**src/rtl/alu_arbiter.sv**
```systemverilog
// alu_arbiter: two-port round-robin front end for a single combinational ALU.
// Each port hands over one operation per grant, and the result lands in that
// port's response register on the grant edge. The response is held there until
// the port's consumer takes it.
module alu_arbiter #(
    parameter int WIDTH = 32,
    parameter int OPW   = 3
) (
    input  logic             clk,
    input  logic             rst,
    input  logic             r0_valid,
    input  logic             r1_valid,
    output logic             r0_ready,
    output logic             r1_ready,
    input  logic [WIDTH-1:0] r0_src1,
    input  logic [WIDTH-1:0] r0_src2,
    input  logic [WIDTH-1:0] r1_src1,
    input  logic [WIDTH-1:0] r1_src2,
    input  logic [OPW-1:0]   r0_op,
    input  logic [OPW-1:0]   r1_op,
    output logic             r0_resp_valid,
    output logic             r1_resp_valid,
    input  logic             r0_resp_ready,
    input  logic             r1_resp_ready,
    output logic [WIDTH-1:0] r0_result,
    output logic [WIDTH-1:0] r1_result,
    output logic             r0_zero,
    output logic             r1_zero,
    output logic [WIDTH-1:0] alu_src1,
    output logic [WIDTH-1:0] alu_src2,
    output logic [OPW-1:0]   alu_control,
    input  logic [WIDTH-1:0] alu_result,
    input  logic             alu_zero
);

    // last_grant_q: 0 = r0 was granted last, 1 = r1 (reset value lets r0 win first)
    logic             last_grant_q, last_grant_d;
    logic             e0, e1, gnt0, gnt1;
    logic             r0_vld_q, r0_vld_d, r1_vld_q, r1_vld_d;
    logic [WIDTH-1:0] r0_res_q, r0_res_d, r1_res_q, r1_res_d;
    logic             r0_zero_q, r0_zero_d, r1_zero_q, r1_zero_d;

    // Eligibility and round-robin pick; a slot being drained this cycle may refill.
    always_comb begin
        e0   = r0_valid && (!r0_vld_q || r0_resp_ready) && !rst;
        e1   = r1_valid && (!r1_vld_q || r1_resp_ready) && !rst;
        gnt0 = e0 && (!e1 || last_grant_q);
        gnt1 = e1 && !gnt0;
        last_grant_d = last_grant_q;
        if (gnt0) last_grant_d = 1'b0;
        if (gnt1) last_grant_d = 1'b1;
    end

    // Drive the ALU from the winner; idle drives a known opcode that yields 0.
    always_comb begin
        alu_src1    = '0;
        alu_src2    = '0;
        alu_control = '1;
        if (gnt0) begin
            alu_src1    = r0_src1;
            alu_src2    = r0_src2;
            alu_control = r0_op;
        end else if (gnt1) begin
            alu_src1    = r1_src1;
            alu_src2    = r1_src2;
            alu_control = r1_op;
        end
    end

    // Response slots: a grant captures (and wins over a drain), a drain alone empties.
    always_comb begin
        r0_vld_d  = r0_vld_q;
        r0_res_d  = r0_res_q;
        r0_zero_d = r0_zero_q;
        r1_vld_d  = r1_vld_q;
        r1_res_d  = r1_res_q;
        r1_zero_d = r1_zero_q;
        if (gnt0) begin
            r0_vld_d  = 1'b1;
            r0_res_d  = alu_result;
            r0_zero_d = alu_zero;
        end else if (r0_vld_q && r0_resp_ready) begin
            r0_vld_d  = 1'b0;
        end
        if (gnt1) begin
            r1_vld_d  = 1'b1;
            r1_res_d  = alu_result;
            r1_zero_d = alu_zero;
        end else if (r1_vld_q && r1_resp_ready) begin
            r1_vld_d  = 1'b0;
        end
    end

    // State registers; reset discards any pending response.
    always_ff @(posedge clk) begin
        if (rst) begin
            last_grant_q <= 1'b1;
            r0_vld_q     <= 1'b0;
            r0_res_q     <= '0;
            r0_zero_q    <= 1'b0;
            r1_vld_q     <= 1'b0;
            r1_res_q     <= '0;
            r1_zero_q    <= 1'b0;
        end else begin
            last_grant_q <= last_grant_d;
            r0_vld_q     <= r0_vld_d;
            r0_res_q     <= r0_res_d;
            r0_zero_q    <= r0_zero_d;
            r1_vld_q     <= r1_vld_d;
            r1_res_q     <= r1_res_d;
            r1_zero_q    <= r1_zero_d;
        end
    end

    assign r0_ready      = gnt0;
    assign r1_ready      = gnt1;
    assign r0_resp_valid = r0_vld_q;
    assign r1_resp_valid = r1_vld_q;
    assign r0_result     = r0_res_q;
    assign r1_result     = r1_res_q;
    assign r0_zero       = r0_zero_q;
    assign r1_zero       = r1_zero_q;

endmodule

```
**config.mk**
```make
export PLATFORM = sky130hd
export DESIGN_NAME = alu_arbiter
export DESIGN_NICKNAME = d
export VERILOG_FILES = /design/src/rtl/alu_arbiter.sv
export SDC_FILE = /design/constraint.sdc
export NUM_CORES = 1
export LEC_CHECK = 0
export ABC_AREA = 0
export BUFFER_PORTS_ARGS = -buffer_cell sky130_fd_sc_hd__buf_2
export CAP_MARGIN = 20
export CORE_AREA = 2 2 120 122
export DETAILED_ROUTE_END_ITERATION = 8
export DIE_AREA = 0 0 122 124
export PLACE_DENSITY = 0.61
export SYNTH_ARGS = -nofsm -noshare
export SYNTH_HDL_FRONTEND = slang
export SYNTH_SLANG_ARGS = --single-unit
```
**constraint.sdc**
```tcl
create_clock -name clk -period 5.9 [get_ports clk]
set_input_delay 1.77 -clock clk [delete_from_list [all_inputs] [get_ports clk]]
set_output_delay 1.77 -clock clk [all_outputs]
set_load 0.01 [all_outputs]
```
==> impl_metrics.py <==
metrics = {
    "detailed_routing": {
        "met1_length_mm": 6.707,
        "wl_met3_mm": 1.329,
        "wl_mm": 15.12,
        "first_pass_iters": 4,
        "drc": 0,
        "ant_nets": 0,
        "viasPerCell": 4.323,
        "met2_length_mm": 6.730,
        "drt-wirelength-per-cell_microns": 15.66,
        "topRoutingLayerUsed": "met4",
        "vias": 4176,
        "drt-initial-drc-count": 254,
    },
    "clock_tree": {
        "htree_levels": 3,
        "root_buffer": "clkbuf_16",
        "cts_resized": 0,
        "cts_sinks": 69,
        "post_cts_buffers": 0,
        "clk_latency_ps": 330,
        "clockBufferDepth": 2,
        "cts_tree": "done",
        "hold_buffers": 0,
        "numCtsBuffers": 9,
        "clk_pin_slew_ps": 50,
    },
    "die": {
        "die_w_microns": 122,
        "die_area_sq_mm": 0.01513,
        "ioPinCount": 310,
        "initial_utilization_pct": 28.15,
        "chipHeight_microns": 124,
        "core_area_sq_mm": 0.01372,
        "rows": 43,
    },
    "logic_synthesis": {
        "mappedNetlistArea_sq_mm": 0.003862,
        "seq_area_frac_synth_pct": 35.76,
        "ys_warn_count": 0,
        "avgSynthCellArea_sq_um": 7.980,
        "syn_inst": 484,
        "yosys.area.top_type_share_pct": 35.76,
        "synth.distinct_cells": 23,
        "syn-num-nets": 657,
        "ys_ff_latch": 69,
        "synth_top_cells_by_area": "dfxtp_1 (36%), mux2i_1 (17%), nand2_1 (13%)",
        "yosysTopAreaCell": "dfxtp_1",
    },
    "global_routing": {
        "first_global_vias": 3931,
        "track_usage_pct": 19.26,
        "gr-total-overflow": 0,
        "grt_max_degree": 72,
        "grt_antenna_before_repair": 2,
        "grt_pass1_wl_mm": 22.16,
    },
    "placement": {
        "post-place-ws_ps": 834.5,
        "dp_hpwl_mm": 11.94,
        "post_dp_cell_area_sq_mm": 0.005573,
        "io_buffers": 309,
        "gp_congestion": 0.8966,
    },
    "power_and_ir_drop": {
        "fin_total_pwr_uw": 1386,
        "leakagePower_uw": 0.003242,
        "peakVddDrop_mv": 0.1199,
        "power_density_mw_per_mm2": 236.2,
    },
    "timing": {
        "setup_viol": 0,
        "setup_tns_ps": 0,
        "drv_slew": 0,
        "fin_ws_ps": 799.4,
        "final_hold_viol_count": 0,
        "max_freq_ghz": 0.1961,
        "skew_ps": 5.939,
        "min_period_ps": 5101,
        "min_period_over_period_pct": 86.45,
        "worst_pin_slew_ps": 764.0,
        "rsz0062_at_grt": "no",
        "slew_headroom_pct": 49.07,
    },
    "critical_path": {
        "cp-start-kind": "input port",
        "cp_data_arrival_time_ps": 3330,
        "end_kind": "output pin",
        "criticalPathCategory": "input port to output pin",
        "critPathMaxFanout": 64,
        "crit_required_ps": 4130,
    },
    "finish": {
        "final_layout_size_suffix_gt1_share_pct": 47.07,
        "final_area_sq_mm": 0.005869,
        "nNetsFinal": 953,
        "syn2layout_area_growth_pct": 51.96,
        "utilization_pct": 42.78,
        "fillerInstances": 1465,
    },
    "worst_hold_path": {
        "hold_class": "flip-flop to flip-flop",
    },
    "status": {
        "status": "complete, no violations",
    },
    "flow_run": {
        "max_cap_violations": 0,
    },
}
==> metal layers <==
| layer | up-vias | GRT usage [%] |
|---|---|---|
| li1 | 2124 | - |
| met5 | - | 0 |
| met3 | 21 | 5.632 |
| met4 | 0 | 6.968 |
| met1 | 1848 | 25.52 |
| met2 | 183 | 29.75 |
==> cell usage in the layout, fill, tap and decap left out <==
master     instances
a2111oi_0          3
a21o_1             1
a21oi_1           38
and3_2             1
buf_12             3
buf_2            309
buf_4              5
bufinv_16          1
clkbuf_1           1
clkbuf_16          9
clkbuf_8           1
clkinv_2           2
clkinv_4           1
dfxtp_1           69
diode_2            2
inv_1             68
mux2_2            22
mux2_4            11
mux2i_1           64
nand2_1          132
nand2b_2           1
nor2_1             1
nor2b_1           33
nor2b_2            2
nor3_1             1
o211a_1            1
o211a_4            1
o211ai_1           1
o21ai_0            2
==> area by class of cell <==
class	instances	area, sq um	share of cell area [%]
Timing Repair Buffer	317	1644	28.01
Inverter	68	255.2	4.349
Multi-Input combinational cell	315	2067	35.22
Clock inverter	4	48.80	0.8314
Tap cell	180	225.2	3.837
Sequential cell	69	1381	23.53
Clock buffer	11	242.7	4.136
Antenna cell	2	5.005	0.08527
==> cell usage after synthesis, drive strengths merged <==
cell,number
nand2b,1
buf,20
dfxtp,69
mux2,33
a21oi,38
inv,68
a2111oi,3
clkbuf,12
o21ai,2
o211a,2
nand2,132
o211ai,1
a21o,1
and3,1
nor3,1
nor2b,35
nor2,1
mux2i,64
==> registers in the layout, indices dropped and copies added, names as in the netlist <==
| register | cells |
|---|---|
| r1_result | 32 |
| r0_result | 32 |
| last_grant_q | 1 |
| r1_resp_valid | 1 |
| r1_zero | 1 |
| r0_zero | 1 |
| r0_resp_valid | 1 |
==> through the flow <==
stage	hold slack [ps]	instances
floorplan	480.5	484
global placement	440.0	949
detailed placement	443.5	949
CTS	450.6	964
global route	470.2	966
finish	450.0	966
==> worst max-delay path: stages <==
cell and delay (ps):
buf_2 90, nand2b_2 210, nand2_1 160, o211a_4 210
buf_12 310, mux2i_1 280, buf_2 170
==> report_power, final <==
group          internal [uW]  total, uW  switching, uW  leakage, uW
registers                501        517           15.4     0.000568
clock network            335        530            194     0.000145
logic                    162        340            178      0.00253
==> worst paths after layout <==
kind,start,end,slack (ps),depth (start not counted)
hold / removal,r1_result[30]$_SDFFE_PP0N_,r1_result[30]$_SDFFE_PP0N_,450,2
setup / recovery,r1_resp_ready,alu_src2[10],800,7
setup reg to reg,r0_resp_valid$_SDFFE_PP0P_,r0_result[7]$_SDFFE_PP0P_,4060,5
hold reg to reg,r1_result[30]$_SDFFE_PP0N_,r1_result[30]$_SDFFE_PP0N_,450,2
==> cell families after synthesis <==
group	Yosys count	synth area share (%)
AND/OR/NAND/NOR	171	19.24
flip-flops	69	35.76
AO/OA/AOI/OAI	47	6.771
buffers and inverters	100	10.95
multiplexers	97	27.28
Power figures use the tool's default switching activity.
